===== src/rtl/frame_generator.sv =====
// Self-timed framer: owns row/column position, builds FAS/MFAS/overhead/payload/stuff
// bytes and pulls payload from the client through a ready/valid handshake.
module frame_generator #(
    parameter int NUM_ROWS = 4,
    parameter int NUM_COLS = 1041,
    parameter int OH_COLS  = 16,
    parameter int MFAS_EN  = 1,
    parameter int ROW_W    = $clog2(NUM_ROWS),
    parameter int COL_W    = $clog2(NUM_COLS)
) (
    input  logic             i_clk,
    input  logic             i_rst,
    input  logic             i_en,
    input  logic             i_clr_stats,
    input  logic [7:0]       i_pyld_data,
    input  logic             i_pyld_data_valid,
    output logic             o_pyld_ready,
    output logic [7:0]       o_frame_data,
    output logic             o_frame_data_valid,
    output logic             o_frame_data_fas,
    output logic [ROW_W-1:0] o_row_cnt,
    output logic [COL_W-1:0] o_col_cnt,
    output logic [7:0]       o_mfas,
    output logic [15:0]      o_underflow_cnt,
    output logic             o_running
);

    localparam logic [ROW_W-1:0] LAST_ROW   = ROW_W'(NUM_ROWS - 1);
    localparam logic [COL_W-1:0] LAST_COL   = COL_W'(NUM_COLS - 1);
    localparam logic [COL_W-1:0] FIRST_PYLD = COL_W'(OH_COLS);

    typedef enum logic [1:0] {
        S_IDLE,
        S_RUN,
        S_STOP
    } state_t;

    state_t           r_state;
    state_t           w_state_next;
    logic [ROW_W-1:0] r_row;
    logic [COL_W-1:0] r_col;
    logic [7:0]       r_mfas;
    logic [7:0]       r_data;
    logic             r_valid;
    logic             r_fas;
    logic [15:0]      r_uf_cnt;

    logic             w_active;
    logic             w_last_pos;
    logic             w_pyld_ready;
    logic             w_row0;
    logic [7:0]       w_byte;

    assign w_active     = (r_state != S_IDLE);
    assign w_last_pos   = (r_row == LAST_ROW) && (r_col == LAST_COL);
    assign w_row0       = (r_row == '0);
    assign w_pyld_ready = w_active && (r_col >= FIRST_PYLD) && (r_col != LAST_COL);

    always_comb begin
        w_state_next = r_state;
        case (r_state)
            S_IDLE:  if (i_en) w_state_next = S_RUN;
            S_RUN:   if (!i_en) w_state_next = w_last_pos ? S_IDLE : S_STOP;
            // A frame already started always runs to its last byte
            S_STOP:  if (w_last_pos) w_state_next = i_en ? S_RUN : S_IDLE;
            default: w_state_next = S_IDLE;
        endcase
    end

    always_ff @(posedge i_clk or posedge i_rst) begin
        if (i_rst) begin
            r_state <= S_IDLE;
        end else begin
            r_state <= w_state_next;
        end
    end

    always_ff @(posedge i_clk or posedge i_rst) begin
        if (i_rst) begin
            r_row  <= '0;
            r_col  <= '0;
            r_mfas <= 8'h00;
        end else if (w_active) begin
            if (r_col == LAST_COL) begin
                r_col <= '0;
                r_row <= (r_row == LAST_ROW) ? '0 : r_row + ROW_W'(1);
            end else begin
                r_col <= r_col + COL_W'(1);
            end
            if (w_last_pos) begin
                r_mfas <= r_mfas + 8'd1;
            end
        end
    end

    always_comb begin
        w_byte = 8'h00;
        if (w_row0 && r_col < COL_W'(3)) begin
            w_byte = 8'hF6;
        end else if (w_row0 && r_col < COL_W'(6)) begin
            w_byte = 8'h28;
        end else if (w_row0 && r_col == COL_W'(6)) begin
            w_byte = (MFAS_EN != 0) ? r_mfas : 8'h00;
        end else if (w_pyld_ready && i_pyld_data_valid) begin
            w_byte = i_pyld_data;
        end
    end

    always_ff @(posedge i_clk or posedge i_rst) begin
        if (i_rst) begin
            r_data  <= 8'h00;
            r_valid <= 1'b0;
            r_fas   <= 1'b0;
        end else if (w_active) begin
            r_data  <= w_byte;
            r_valid <= 1'b1;
            r_fas   <= w_row0 && (r_col == '0);
        end else begin
            r_data  <= 8'h00;
            r_valid <= 1'b0;
            r_fas   <= 1'b0;
        end
    end

    // Clear has priority over a same-cycle underflow increment
    always_ff @(posedge i_clk or posedge i_rst) begin
        if (i_rst) begin
            r_uf_cnt <= 16'h0000;
        end else if (i_clr_stats) begin
            r_uf_cnt <= 16'h0000;
        end else if (w_pyld_ready && !i_pyld_data_valid && r_uf_cnt != 16'hFFFF) begin
            r_uf_cnt <= r_uf_cnt + 16'd1;
        end
    end

    assign o_pyld_ready       = w_pyld_ready;
    assign o_frame_data       = r_data;
    assign o_frame_data_valid = r_valid;
    assign o_frame_data_fas   = r_fas;
    assign o_row_cnt          = r_row;
    assign o_col_cnt          = r_col;
    assign o_mfas             = r_mfas;
    assign o_underflow_cnt    = r_uf_cnt;
    assign o_running          = w_active;

endmodule


===== config.mk =====
export PLATFORM = sky130hd
export DESIGN_NAME = frame_generator
export DESIGN_NICKNAME = d
export VERILOG_FILES = /design/src/rtl/frame_generator.sv
export SDC_FILE = /design/constraint.sdc
export NUM_CORES = 1
export LEC_CHECK = 0
export CAP_MARGIN = 20
export CORE_ASPECT_RATIO = 0.6
export CORE_MARGIN = 2
export CORE_UTILIZATION = 50
export CTS_BUF_LIST = sky130_fd_sc_hd__clkbuf_8
export CTS_CLUSTER_DIAMETER = 150
export DETAILED_ROUTE_END_ITERATION = 10
export DONT_BUFFER_PORTS = 1
export PLACE_DENSITY = 0.72
export SYNTH_ARGS = -nofsm -noshare
export SYNTH_HDL_FRONTEND = slang
export SYNTH_SLANG_ARGS = --single-unit

===== constraint.sdc =====
create_clock -name i_clk -period 3.3 [get_ports i_clk]
set_input_delay 0.66 -clock i_clk [delete_from_list [all_inputs] [get_ports i_clk]]
set_output_delay 0.66 -clock i_clk [all_outputs]
set_load 0.01 [all_outputs]

==> flow_summary.json <==
{
  "status": "finished, final reports clean",
  "dieArea_sq_mm": 0.00561,
  "yosysTopAreaCellShare_pct": 48.9,
  "drt-vias-per-instance": 6.30,
  "n_antenna_cell": 0,
  "path_class": "reg -> out",
  "critPathRequiredTime_ns": 2.64,
  "avgSynthCellArea_sq_um": 9.79,
  "setup_viol": 0,
  "via_count": 2011,
  "startpoint": "o_col_cnt[0]",
  "finalHoldViolations": 0,
  "max_freq_mhz": 338,
  "globalplace.congestion": 0.861,
  "syn_nets": 275,
  "dp_hpwl_microns": 4350,
  "initial_core_util_pct": 53.2,
  "grt_max_degree": 50,
  "worst_pin_slew_ns": 0.636,
  "cp.arrival_ns": 2.29,
  "finalWirelength_microns": 5960,
  "clockBufferDepth": 2,
  "grt_overflow": 0,
  "cap_violations": 0,
  "rows": 19,
  "dieHeight_microns": 58.8,
  "reg2regPathDepth": 8,
  "synth_cell_types": 45,
  "fp.coreArea_sq_mm": 0.00471,
  "fin_tns_setup_ns": 0,
  "syn_area_sq_mm": 0.00251,
  "cts_max_level": 2,
  "place_ws_ns": 0.704,
  "p_per_area_mw_per_mm2": 619,
  "rsz0062_at_grt": "no",
  "crit_fanout": 12,
  "hp-class": "in -> async",
  "design_power_total_mw": 1.63,
  "endpoint": "o_pyld_ready",
  "area_delta_synth_final_pct": 5.24,
  "yosysSeqAreaShare_pct": 48.9,
  "clk_pin_slew_ns": 0.08,
  "final_common_cell": "dfrtp_1",
  "grt_pass1_vias": 1805,
  "mostFrequentLayoutCells": "dfrtp_1 (49), nand2_1 (23), a21oi_1 (18)",
  "slew_violations": 0,
  "cts.repair.resized": 0,
  "io_buffers": 0,
  "nets": 274,
  "ys_top_cells_by_area": "dfrtp_1 (49%), a21oi_1 (3.6%), xnor2_1 (3.5%)",
  "crit_path_start_kind": "register",
  "placed_area_sq_mm": 0.00254,
  "drt_first_pass_iters": 4,
  "final_core_util_pct": 56.0,
  "reg2reg_to": "o_underflow_cnt[2]",
  "regToRegSetupSlack_ns": 0.74,
  "cts_root_buf": "clkbuf_8",
  "ir_worst_vdd_v": 0.000295,
  "stdcell_count": 319,
  "final_area_sq_mm": 0.00264,
  "power_leakage_nw": 1.11,
  "syn_inst": 256,
  "grt_pass1_wl_microns": 9560,
  "clk_latency_ns": 0.30,
  "timing.final.ws_setup_ns": 0.345,
  "finClkSkew_ns": 0.00400,
  "antenna_found_initial": 0,
  "r2r_start": "o_col_cnt[0]",
  "yosysTopAreaCell": "dfrtp_1",
  "grt_use_total_pct": 22.6,
  "hold_ws_ns": 0.104,
  "min_period_over_period_pct": 89.5,
  "drive_gt1_share_pct": 7.42,
  "end_kind": "primary output",
  "n_fill_cell": 415,
  "cts_tree": "done",
  "cts_buffers": 5,
  "cts_sinks": 49,
  "synth_seq_cells": 49,
  "relSlewSlack_pct": 57.2,
  "drtIter0Drc": 118,
  "dp.cells": 310,
  "hold_buffers": 0,
  "ant_nets": 0,
  "die_w_microns": 95.4,
  "yosys_warnings": 0,
  "drc": 0,
  "wl_per_cell_microns": 18.7,
  "fin_crit_ns": 2.95,
  "io_pins": 62,
  "postCtsSetupBuffers": 0
}
[power breakdown]
part	total, mW	leakage [nW]	switching [mW]	internal, mW
Combinational	0.446	0.391	0.302	0.143
Sequential	0.855	0.666	0.160	0.695
Clock	0.333	0.0519	0.192	0.142
[synthesized netlist by cell type (all sizes together)]
library cell,instances
nand2b,1
or2,4
or3,7
o22ai,2
dfrtp,49
a21o,1
a21boi,1
nand4b,1
nand4,9
xnor2,10
nand3,13
nor3,8
o21ai,13
inv,11
a41oi,1
nor4,3
or3b,1
xor2,4
a31oi,8
nor4b,3
and4,1
or4,11
nor2,13
a21oi,18
buf,9
nand2,23
a32oi,1
or4bb,1
o31ai,8
nand3b,1
nor2b,1
and3,6
mux2,3
ha,6
clkbuf,3
a311oi,1
[critical path, cell delays in order, from the launching register on]
cell     delay, ns
dfrtp_1       0.48
inv_1         0.19
ha_1          0.19
or4bb_1       0.48
mux2_2        0.30
o21ai_1       0.19
inv_2         0.16
[state kept, by name, summed over array words and instances, names as in the netlist]
| register | flops |
|---|---|
| o_row_cnt | 2 |
| r_state | 2 |
| o_frame_data_valid | 1 |
| o_frame_data_fas | 1 |
| o_mfas | 8 |
| o_frame_data | 8 |
| o_col_cnt | 11 |
| o_underflow_cnt | 16 |
[worst min-delay path by stage]
stage	startpoint	end
2_1_floorplan	r_state[1]	r_state[0]
3_3_place_gp	r_state[1]	r_state[0]
3_5_place_dp	r_state[1]	r_state[0]
4_1_cts	i_clr_stats	o_underflow_cnt[3]
5_1_grt	i_rst	o_col_cnt[7]
6_report	i_rst	o_underflow_cnt[6]
[metal layers]
layer  vias to the layer above  GRT usage [%]  wire, microns
met5                         -              0              0
met4                         0           5.51             55
met3                         8           8.83            619
met2                        77           29.8           2490
met1                       987           34.6           2800
li1                        939              -              -
[final cells by class]
class	count	area, sq um	share of cell area (%)
repair buffers	4	42.5	1.61
inverters	11	41.3	1.57
clock inverters	3	11.3	0.427
well taps	63	78.8	2.99
multi-input cells	184	1170	44.3
clock buffers	5	68.8	2.61
flip-flops and latches	49	1230	46.5
[logic make-up (layout without fill, tap and decap cells)]
logic type	after synthesis	count (layout)	synth area share, %
adders and majority gates	6	6	3.00
xor gates and xnor gates	14	14	4.89
and+or+nand+nor	107	107	24.7
DFF	49	49	48.9
AOI/OAI and AO/OA	54	54	12.7
muxes	3	3	1.35
buffers and inverters	23	23	4.44
No activity file was read; power rests on OpenSTA's default activity.
